### config.mk
export PLATFORM = sky130hd
export DESIGN_NAME = lcd_mov_ctrl
export DESIGN_NICKNAME = d
export VERILOG_FILES = /design/src/rtl/lcd_pkg.sv /design/src/rtl/lcd_axis_bounce.sv /design/src/rtl/lcd_mov_ctrl.sv
export SDC_FILE = /design/constraint.sdc
export NUM_CORES = 1
export LEC_CHECK = 0
export CAP_MARGIN = 5
export CELL_PAD_IN_SITES_DETAIL_PLACEMENT = 0
export CELL_PAD_IN_SITES_GLOBAL_PLACEMENT = 2
export CORE_ASPECT_RATIO = 0.6
export CORE_MARGIN = 2
export CORE_UTILIZATION = 30
export DETAILED_ROUTE_END_ITERATION = 10
export PLACE_DENSITY_LB_ADDON = 0.2
export SYNTH_ARGS = -nofsm -noshare
export SYNTH_HDL_FRONTEND = slang
export SYNTH_SLANG_ARGS = --single-unit
export TNS_END_PERCENT = 20
### constraint.sdc
create_clock -name clk_in -period 6.3 [get_ports clk_in]
set_input_delay 1.575 -clock clk_in [delete_from_list [all_inputs] [get_ports clk_in]]
set_output_delay 1.575 -clock clk_in [all_outputs]
set_load 0.01 [all_outputs]
### src/rtl/lcd_pkg.sv
// Shared types and constants for the LCD moving-picture controller.
package lcd_pkg;

  localparam int H_ACTIVE_DEF = 800;
  localparam int V_ACTIVE_DEF = 480;
  localparam int ADDR_W       = 18;
  localparam int COORD_W      = 10;
  localparam int CMP_W        = COORD_W + 1;
  localparam int STEP_W       = 3;
  localparam int SPD_W        = 4;

  typedef enum logic [1:0] {
    IDLE = 2'd0,
    WAIT = 2'd1,
    MOVE = 2'd2,
    HOLD = 2'd3
  } mov_state_e;

endpackage

### src/rtl/lcd_axis_bounce.sv
// One axis of the bouncing origin: advance by step, clamp into [0, max] and
// reverse direction on contact. Purely combinational; the caller registers it.
module lcd_axis_bounce
  import lcd_pkg::*;
(
  input  logic [COORD_W-1:0] pos_i,
  input  logic               dir_i,
  input  logic [STEP_W-1:0]  step_i,
  input  logic [COORD_W-1:0] max_i,
  input  logic               en_i,
  output logic [COORD_W-1:0] pos_o,
  output logic               dir_o,
  output logic               hit_o
);

  logic [CMP_W-1:0] pos_w;
  logic [CMP_W-1:0] step_w;
  logic [CMP_W-1:0] max_w;
  logic [CMP_W-1:0] sum_w;

  // One extra bit so pos+step near the upper bound cannot wrap.
  assign pos_w  = CMP_W'(pos_i);
  assign step_w = CMP_W'(step_i);
  assign max_w  = CMP_W'(max_i);
  assign sum_w  = pos_w + step_w;

  always_comb begin
    pos_o = pos_i;
    dir_o = dir_i;
    hit_o = 1'b0;
    if (en_i && (step_i != '0)) begin
      if (dir_i) begin
        if (sum_w >= max_w) begin
          pos_o = max_i;
          dir_o = 1'b0;
          hit_o = 1'b1;
        end else begin
          pos_o = sum_w[COORD_W-1:0];
        end
      end else begin
        if (pos_w <= step_w) begin
          pos_o = '0;
          dir_o = 1'b1;
          hit_o = 1'b1;
        end else begin
          pos_o = pos_i - COORD_W'(step_i);
        end
      end
    end
  end

endmodule

### src/rtl/lcd_mov_ctrl.sv
// Bouncing-picture controller: frame-paced origin motion plus the per-pixel
// window flag and picture ROM address for the current scan position.
module lcd_mov_ctrl
  import lcd_pkg::*;
#(
  parameter int H_ACTIVE = H_ACTIVE_DEF,
  parameter int V_ACTIVE = V_ACTIVE_DEF,
  parameter int PIC_SIZE = 400,
  parameter int INIT_X   = 1,
  parameter int INIT_Y   = 1
) (
  input  logic               clk_in,
  input  logic               sys_rst,
  input  logic               frame_start,
  input  logic               run,
  input  logic [SPD_W-1:0]   speed_div,
  input  logic [STEP_W-1:0]  step,
  input  logic [COORD_W-1:0] pix_x,
  input  logic [COORD_W-1:0] pix_y,
  output logic [COORD_W-1:0] pic_xp,
  output logic [COORD_W-1:0] pic_yp,
  output logic               h_dir,
  output logic               v_dir,
  output logic [ADDR_W-1:0]  rd_addr,
  output logic               in_win,
  output logic               hit_x,
  output logic               hit_y
);

  localparam logic [COORD_W-1:0] X_MAX     = COORD_W'(H_ACTIVE - PIC_SIZE);
  localparam logic [COORD_W-1:0] Y_MAX     = COORD_W'(V_ACTIVE - PIC_SIZE);
  localparam logic [CMP_W-1:0]   PIC_W     = CMP_W'(PIC_SIZE);
  localparam logic [ADDR_W-1:0]  ADDR_LAST = ADDR_W'(PIC_SIZE * PIC_SIZE - 1);
  localparam logic [1:0][COORD_W-1:0] INIT_POS = {COORD_W'(INIT_Y), COORD_W'(INIT_X)};
  localparam logic [1:0][COORD_W-1:0] MAX_POS  = {Y_MAX, X_MAX};

  mov_state_e state_q, state_d;
  logic [SPD_W-1:0] frame_cnt_q, frame_cnt_d;
  logic cnt_due, cnt_inc, cnt_clr, move_en;

  // Index 0 is the horizontal axis, index 1 the vertical axis.
  logic [1:0][COORD_W-1:0] pos_q, pos_d;
  logic [1:0] dir_q, dir_d;
  logic [1:0] hit_q, hit_d;

  logic [CMP_W-1:0] px_w, py_w, xp_w, yp_w;
  logic win_d, in_win_q;
  logic [ADDR_W-1:0] rd_addr_q, rd_addr_d;

  assign cnt_due = (frame_cnt_q >= speed_div);

  always_ff @(posedge clk_in) begin
    if (sys_rst) begin
      state_q <= IDLE;
    end else begin
      state_q <= state_d;
    end
  end

  always_comb begin
    state_d = state_q;
    case (state_q)
      IDLE:    if (run) state_d = WAIT;
      WAIT: begin
        if (!run) begin
          state_d = HOLD;
        end else if (frame_start && cnt_due) begin
          state_d = MOVE;
        end
      end
      MOVE:    state_d = WAIT;
      HOLD:    if (run) state_d = WAIT;
      default: state_d = IDLE;
    endcase
  end

  always_comb begin
    move_en = 1'b0;
    cnt_inc = 1'b0;
    cnt_clr = 1'b0;
    case (state_q)
      WAIT: cnt_inc = run && frame_start && !cnt_due;
      MOVE: begin
        move_en = 1'b1;
        cnt_clr = 1'b1;
      end
      default: ;
    endcase
  end

  always_comb begin
    frame_cnt_d = frame_cnt_q;
    if (cnt_clr) begin
      frame_cnt_d = '0;
    end else if (cnt_inc) begin
      frame_cnt_d = frame_cnt_q + 1'b1;
    end
  end

  for (genvar gi = 0; gi < 2; gi++) begin : g_axis
    lcd_axis_bounce u_axis (
      .pos_i (pos_q[gi]),
      .dir_i (dir_q[gi]),
      .step_i(step),
      .max_i (MAX_POS[gi]),
      .en_i  (move_en),
      .pos_o (pos_d[gi]),
      .dir_o (dir_d[gi]),
      .hit_o (hit_d[gi])
    );
  end

  // Window is judged against the origin in force now, not the one about to be written.
  assign px_w  = CMP_W'(pix_x);
  assign py_w  = CMP_W'(pix_y);
  assign xp_w  = CMP_W'(pos_q[0]);
  assign yp_w  = CMP_W'(pos_q[1]);
  assign win_d = (px_w >= xp_w) && (px_w < xp_w + PIC_W) &&
                 (py_w >= yp_w) && (py_w < yp_w + PIC_W);

  always_comb begin
    rd_addr_d = rd_addr_q;
    if (frame_start) begin
      rd_addr_d = '0;
    end else if (win_d && (rd_addr_q < ADDR_LAST)) begin
      rd_addr_d = rd_addr_q + 1'b1;
    end
  end

  always_ff @(posedge clk_in) begin
    if (sys_rst) begin
      frame_cnt_q <= '0;
      pos_q       <= INIT_POS;
      dir_q       <= 2'b11;
      hit_q       <= 2'b00;
      in_win_q    <= 1'b0;
      rd_addr_q   <= '0;
    end else begin
      frame_cnt_q <= frame_cnt_d;
      pos_q       <= pos_d;
      dir_q       <= dir_d;
      hit_q       <= hit_d;
      in_win_q    <= win_d;
      rd_addr_q   <= rd_addr_d;
    end
  end

  assign pic_xp  = pos_q[0];
  assign pic_yp  = pos_q[1];
  assign h_dir   = dir_q[0];
  assign v_dir   = dir_q[1];
  assign hit_x   = hit_q[0];
  assign hit_y   = hit_q[1];
  assign in_win  = in_win_q;
  assign rd_addr = rd_addr_q;

endmodule

Word level (Yosys, flattened, before mapping). Cells that the tools add are included.

Divide/modulo/power cells: 0. Multiplexer cells: 22. Eq/ne operators: 5. Multiply operators: 0. Shifts and indexed selects: 0. Add/sub/neg operators: 8. $lt $le $gt $ge: 10. Reduce and logical (&&, ||, !) cells: 16. Bitwise operators: 1.

Operators by type and width (number): 10-bit 2-to-1 mux (6); 10-bit by 3-bit adder with 11-bit output (2); 10-bit by 9-bit adder with 11-bit output, second input constant (2); 10-bit by 11-bit less-than comparator with 1-bit output (2); 10-bit greater-or-equal comparator (2); 10-bit by 3-bit less-or-equal comparator with 1-bit output (2); 10-bit by 3-bit subtractor with 10-bit output (2); 18-bit by 1-bit adder with 18-bit output, second input constant (1); 18-bit less-than comparator, second input constant (1); 1-bit 2-to-1 mux (12); 11-bit by 7-bit greater-or-equal comparator with 1-bit output, second input constant (1); 11-bit by 9-bit greater-or-equal comparator with 1-bit output, second input constant (1); 1-bit logical AND (8); 2-bit OR reduction (4); 2-bit 2-to-1 mux (3); 2-bit case mux with 3 select lines (1); 4-bit by 1-bit adder with 4-bit output, second input constant (1); 2-bit == test, second input constant (2); 4-bit greater-or-equal comparator (1); 3-bit inequality test, second input constant (1); 3-bit nonzero test (1); 2-bit by 1-bit == test with 1-bit output, second input constant (1); 2-bit logical NOT (1); 2-bit by 1-bit inequality test with 1-bit output, second input constant (1); other kinds (3) (3).

Bits in registers: 49. Memories: 0. Input port bits: 31. Output and inout bits: 43. Bits in read-only memories: 0. Logic and storage cells: 70. Latch bits: 0. RAM bits: 0.

Depth between registers and ports, before layout.
Depth after elaboration: 6. Gate-level depth with buffers: 13. Gate-level depth less buffers: 11.

Modules after synthesis. From an unflattened synthesis, not the netlist that was laid out.

Cell total of the unflattened synthesis: 667. Area, all modules: 5402.7 µm².

By module, submodules not included: lcd_mov_ctrl (cells each 336, seq. area each 980.9 µm², times used 1, area each 3041.7 µm²); lcd_axis_bounce (g_axis[1].u_axis) (cells each 166, seq. area each 0.0 µm², times used 1, area each 1202.4 µm²); lcd_axis_bounce (g_axis[0].u_axis) (cells each 165, seq. area each 0.0 µm², times used 1, area each 1158.6 µm²).

Worst setup path before layout. Ideal clock, no wire load.

Path type: input-to-reg. From: input step[0]. To: register pos_q (netlist bit pic_xp[4]). Path buffers: 0. Data required time: 6.178 ns. Setup slack: 2.696 ns. Arrival time: 3.483 ns. Setup time: 0.122 ns. Cell stages on the path: 8. Cells stage by stage: ha_1 fa_1 nor2b_1 o211ai_1 nand4b_1 a21oi_1 o21ai_1 o311a_1.

Cells in the longest elaborated chain, start to end: 4. Elaborated cells on any way between the ends: 9. Those cells by class: add/sub (2); order compare (2); mux (3); reduce/logical (2).

Ends and longest elaborated chain: start, declared (line lcd_mov_ctrl.sv:17) `input logic [STEP_W-1:0] step,`; 10-bit by 3-bit adder with 11-bit output (line lcd_axis_bounce.sv:25) `assign sum_w = pos_w + step_w;`; 11-bit by 9-bit greater-or-equal comparator with 1-bit output (line lcd_axis_bounce.sv:33) `if (sum_w >= max_w) begin`; 10-bit 2-to-1 mux (line lcd_axis_bounce.sv:33); 10-bit 2-to-1 mux (line lcd_axis_bounce.sv:32) `if (dir_i) begin`; end signal, assigned (line lcd_mov_ctrl.sv:140) `pos_q <= pos_d;`; end, declared (line lcd_mov_ctrl.sv:42) `logic [1:0][COORD_W-1:0] pos_q, pos_d;`.

Parallel ways exist; a longest one is shown, timed or not. A chain may end at the register's enable or synchronous reset.

Final worst setup path.
From: input step[1]. To: register pos_q (netlist bit pic_yp[2]).

Cells in the longest elaborated chain, start to end: 4. Elaborated cells on any way between the ends: 9. Those cells by class: add/sub (2); order compare (2); mux (3); reduce/logical (2).

Ends and longest elaborated chain (line): 10-bit by 3-bit adder with 11-bit output (lcd_axis_bounce.sv:25); 11-bit by 7-bit greater-or-equal comparator with 1-bit output (lcd_axis_bounce.sv:33); 10-bit 2-to-1 mux (lcd_axis_bounce.sv:33); 10-bit 2-to-1 mux (lcd_axis_bounce.sv:32).

Parallel ways exist; a longest one is shown, timed or not.

==> run metrics <==
Post-synth ARST share=0; power share of the clock group=0.345; Logic pwr share=0.265; Residual DRC=0; Detailed Route Iter0 Violations=341; nature of the critical path startpoint=input port; CTS max path bufs=2; Setup Buffers After CTS=0; CP delay by family, top=compound AO/OA/AOI/OAI gates; largest net degree at the start of global routing=32; Port Buffers=73; Least-Margin Pin Slew=1.11 ns; area delta synth->final=23.0%; CP endpoint kind=flip-flop; commonest non-fill, non-tap cell in the layout=clkdlybuf4s50_1; total gr overflow=0; Post-synth top flop=dfxtp_1; max-slew violation count=0; Hold Fails Final Rpt=0; Via density=5.63; final std cells w/o fill=846; CTS root buffer=clkbuf_16; flop and latch count out of synthesis=49; final WL=15.6 mm; number of fill cells=1,577; post_cts resized=0; routed vias=4,762; Netlist Area Pre-Place=4620 um^2; max cap viols=0; Core Area=15,200 um^2; Int Pwr=562 uW; final net count=733; Mapped Cells=589; RSZ-0062 raised after global routing=false; min setup slack post-route=1.81 ns; initial antenna violation count=0; Setup TNS Final=0 ns; Switch Pwr=294 uW; first-pass GRT wire length=24.9 mm; sw frac=0.344; Crit path largest cell delay=0.73 ns; Skew-Pair Late Insertion Delay=0.30 ns; Post-DRT Antenna Nets=0; Critical Setup Path Class=in2reg; Synth cell types=66; Initial Util=0.304; CTS tree=done; YS warnings=0; Die H=100 um; CP arrival=4.70 ns; highest clock rate=0.223 GHz; R2R Setup Slk=2.27 ns; Final setup viols=0; Placed Cells=838; Worst Hold Class=reg2reg; CP cell instances=clkdlybuf4s50_1 -> inv_1 -> ha_1 -> nor3b_1 -> nor3_1 -> xnor2_1 -> o31ai_1 -> nand4_1 -> a221oi_1; Net Count, Synth=680; most frequent cells in the layout=clkdlybuf4s50_1 (73), ha_1 (56), a21oi_1 (49), dfxtp_1 (49), inv_1 (47); worst-path maximum fanout=7; number of synthesized flops with an enable pin=0; # diodes=0; placed wire-length estimate=11.9 mm; Clock Pin Slew Worst Setup and Hold Paths=0.09 ns; CP max-delay cell=o31ai_1; Leakage=2.05 nW; register area share after synthesis=0.213; Rows=35; Seq pwr share=0.390; die width=164 um; relative slew slack=0.251; vias in the first global route=4,503; Power Density=151 nW/um^2; Tot GR Track Use=0.191; worst endpoint required time=6.50 ns; htree depth=2; final setup skew=0.0107 ns; IO Pins=74; share of cells above drive strength 1=0.0327; hold_buf cts=0; fin util=0.374; status=completed; syn_area_per_cell=7.84 um^2; gpl congestion=0.882; 1st-pass router iterations=5; drt wl/cell=18.4 um; pre-CTS WS=1.53 ns; CP bufs+invs=2; CTS sink cnt=49; fin crit period=4.49 ns; die area=16,400 um^2; Final period util=0.713; Peak VDD IR=98.6 uV; CTS Buf Count=5
-- kinds of logic (layout without fill, tap and decap cells) --
| group | count (synthesis) | after routing | share of synthesized area |
|---|---|---|---|
| fa+ha+maj | 60 | 60 | 0.169 |
| flops | 49 | 49 | 0.213 |
| compound gates | 190 | 190 | 0.291 |
| simple gates | 186 | 186 | 0.214 |
| xor+xnor | 13 | 13 | 0.0247 |
| mux | 11 | 11 | 0.0239 |
| buf+inv | 80 | 134 | 0.0653 |
-- power groups by stage --
stage,Sequential [mW],Combinational [mW],Clock (mW)
floorplan,0.333,0.144,0
global placement,0.341,0.224,0
detailed placement,0.341,0.222,0
CTS,0.334,0.224,0.301
global route,0.336,0.251,0.312
finish,0.334,0.227,0.295
-- through the flow --
| stage | hold slack [ns] | total power, mW | area [um^2] |
|---|---|---|---|
| after floorplan | 0.484 | 0.477 | 4620 |
| after global placement | 0.471 | 0.565 | 5530 |
| after detailed placement | 0.494 | 0.564 | 5530 |
| after CTS | 0.508 | 0.859 | 5680 |
| after global routing | 0.536 | 0.899 | 5680 |
| final | 0.502 | 0.856 | 5680 |
-- synth_stat cells, types with 12 or more instances --
cell      count  area share
nand2_1      43       0.035
o21ai_0      24       0.026
clkbuf_1     30       0.024
or4_1        12       0.020
nor2_1       25       0.020
nand3_1      18       0.020
o31ai_1      18       0.029
a21oi_1      49       0.053
a21o_1       12       0.020
nor3_1       22       0.024
dfxtp_1      49        0.21
inv_1        47       0.038
nand4_1      14       0.019
ha_1         56        0.15
-- per-layer routing --
layer / vias to the layer above / global-route usage / wire [um]
met4: 0 / 0.0202 / 32
met5: - / 0 / 0
met2: 140 / 0.257 / 5900
met1: 2274 / 0.318 / 8650
met3: 4 / 0.0302 / 986
li1: 2344 / - / -
-- state kept, by name, indices dropped and copies added (netlist names) --
| signal | flops |
|---|---|
| rd_addr | 18 |
| pic_xp | 10 |
| pic_yp | 10 |
| frame_cnt_q | 4 |
| dir_q | 2 |
| hit_q | 2 |
| state_q | 2 |
| in_win | 1 |
-- final timing paths --
check | from | end | depth (start not counted)
max | step[1] | pic_yp[2] | 9
min | rd_addr[14] | rd_addr[14] | 2
max reg2reg | pic_xp[4] | rd_addr[2] | 12
min reg2reg | rd_addr[14] | rd_addr[14] | 2
-- cell type report --
cell class	count	area [um^2]	area share
multi-input cells	460	3340	0.588
flip-flops and latches	49	981	0.173
repair buffers	79	776	0.137
well taps	203	254	0.0447
inverters	47	176	0.0311
clock buffers	5	125	0.0220
clock inverters	3	26.3	0.00463
-- worst min-delay path, delay by kind of cell (launching register included) --
kind	cells	cell delay [ns]
AOI/OAI and AO/OA	2	0.12
DFF	1	0.34
Power figures use the tool's default switching activity.
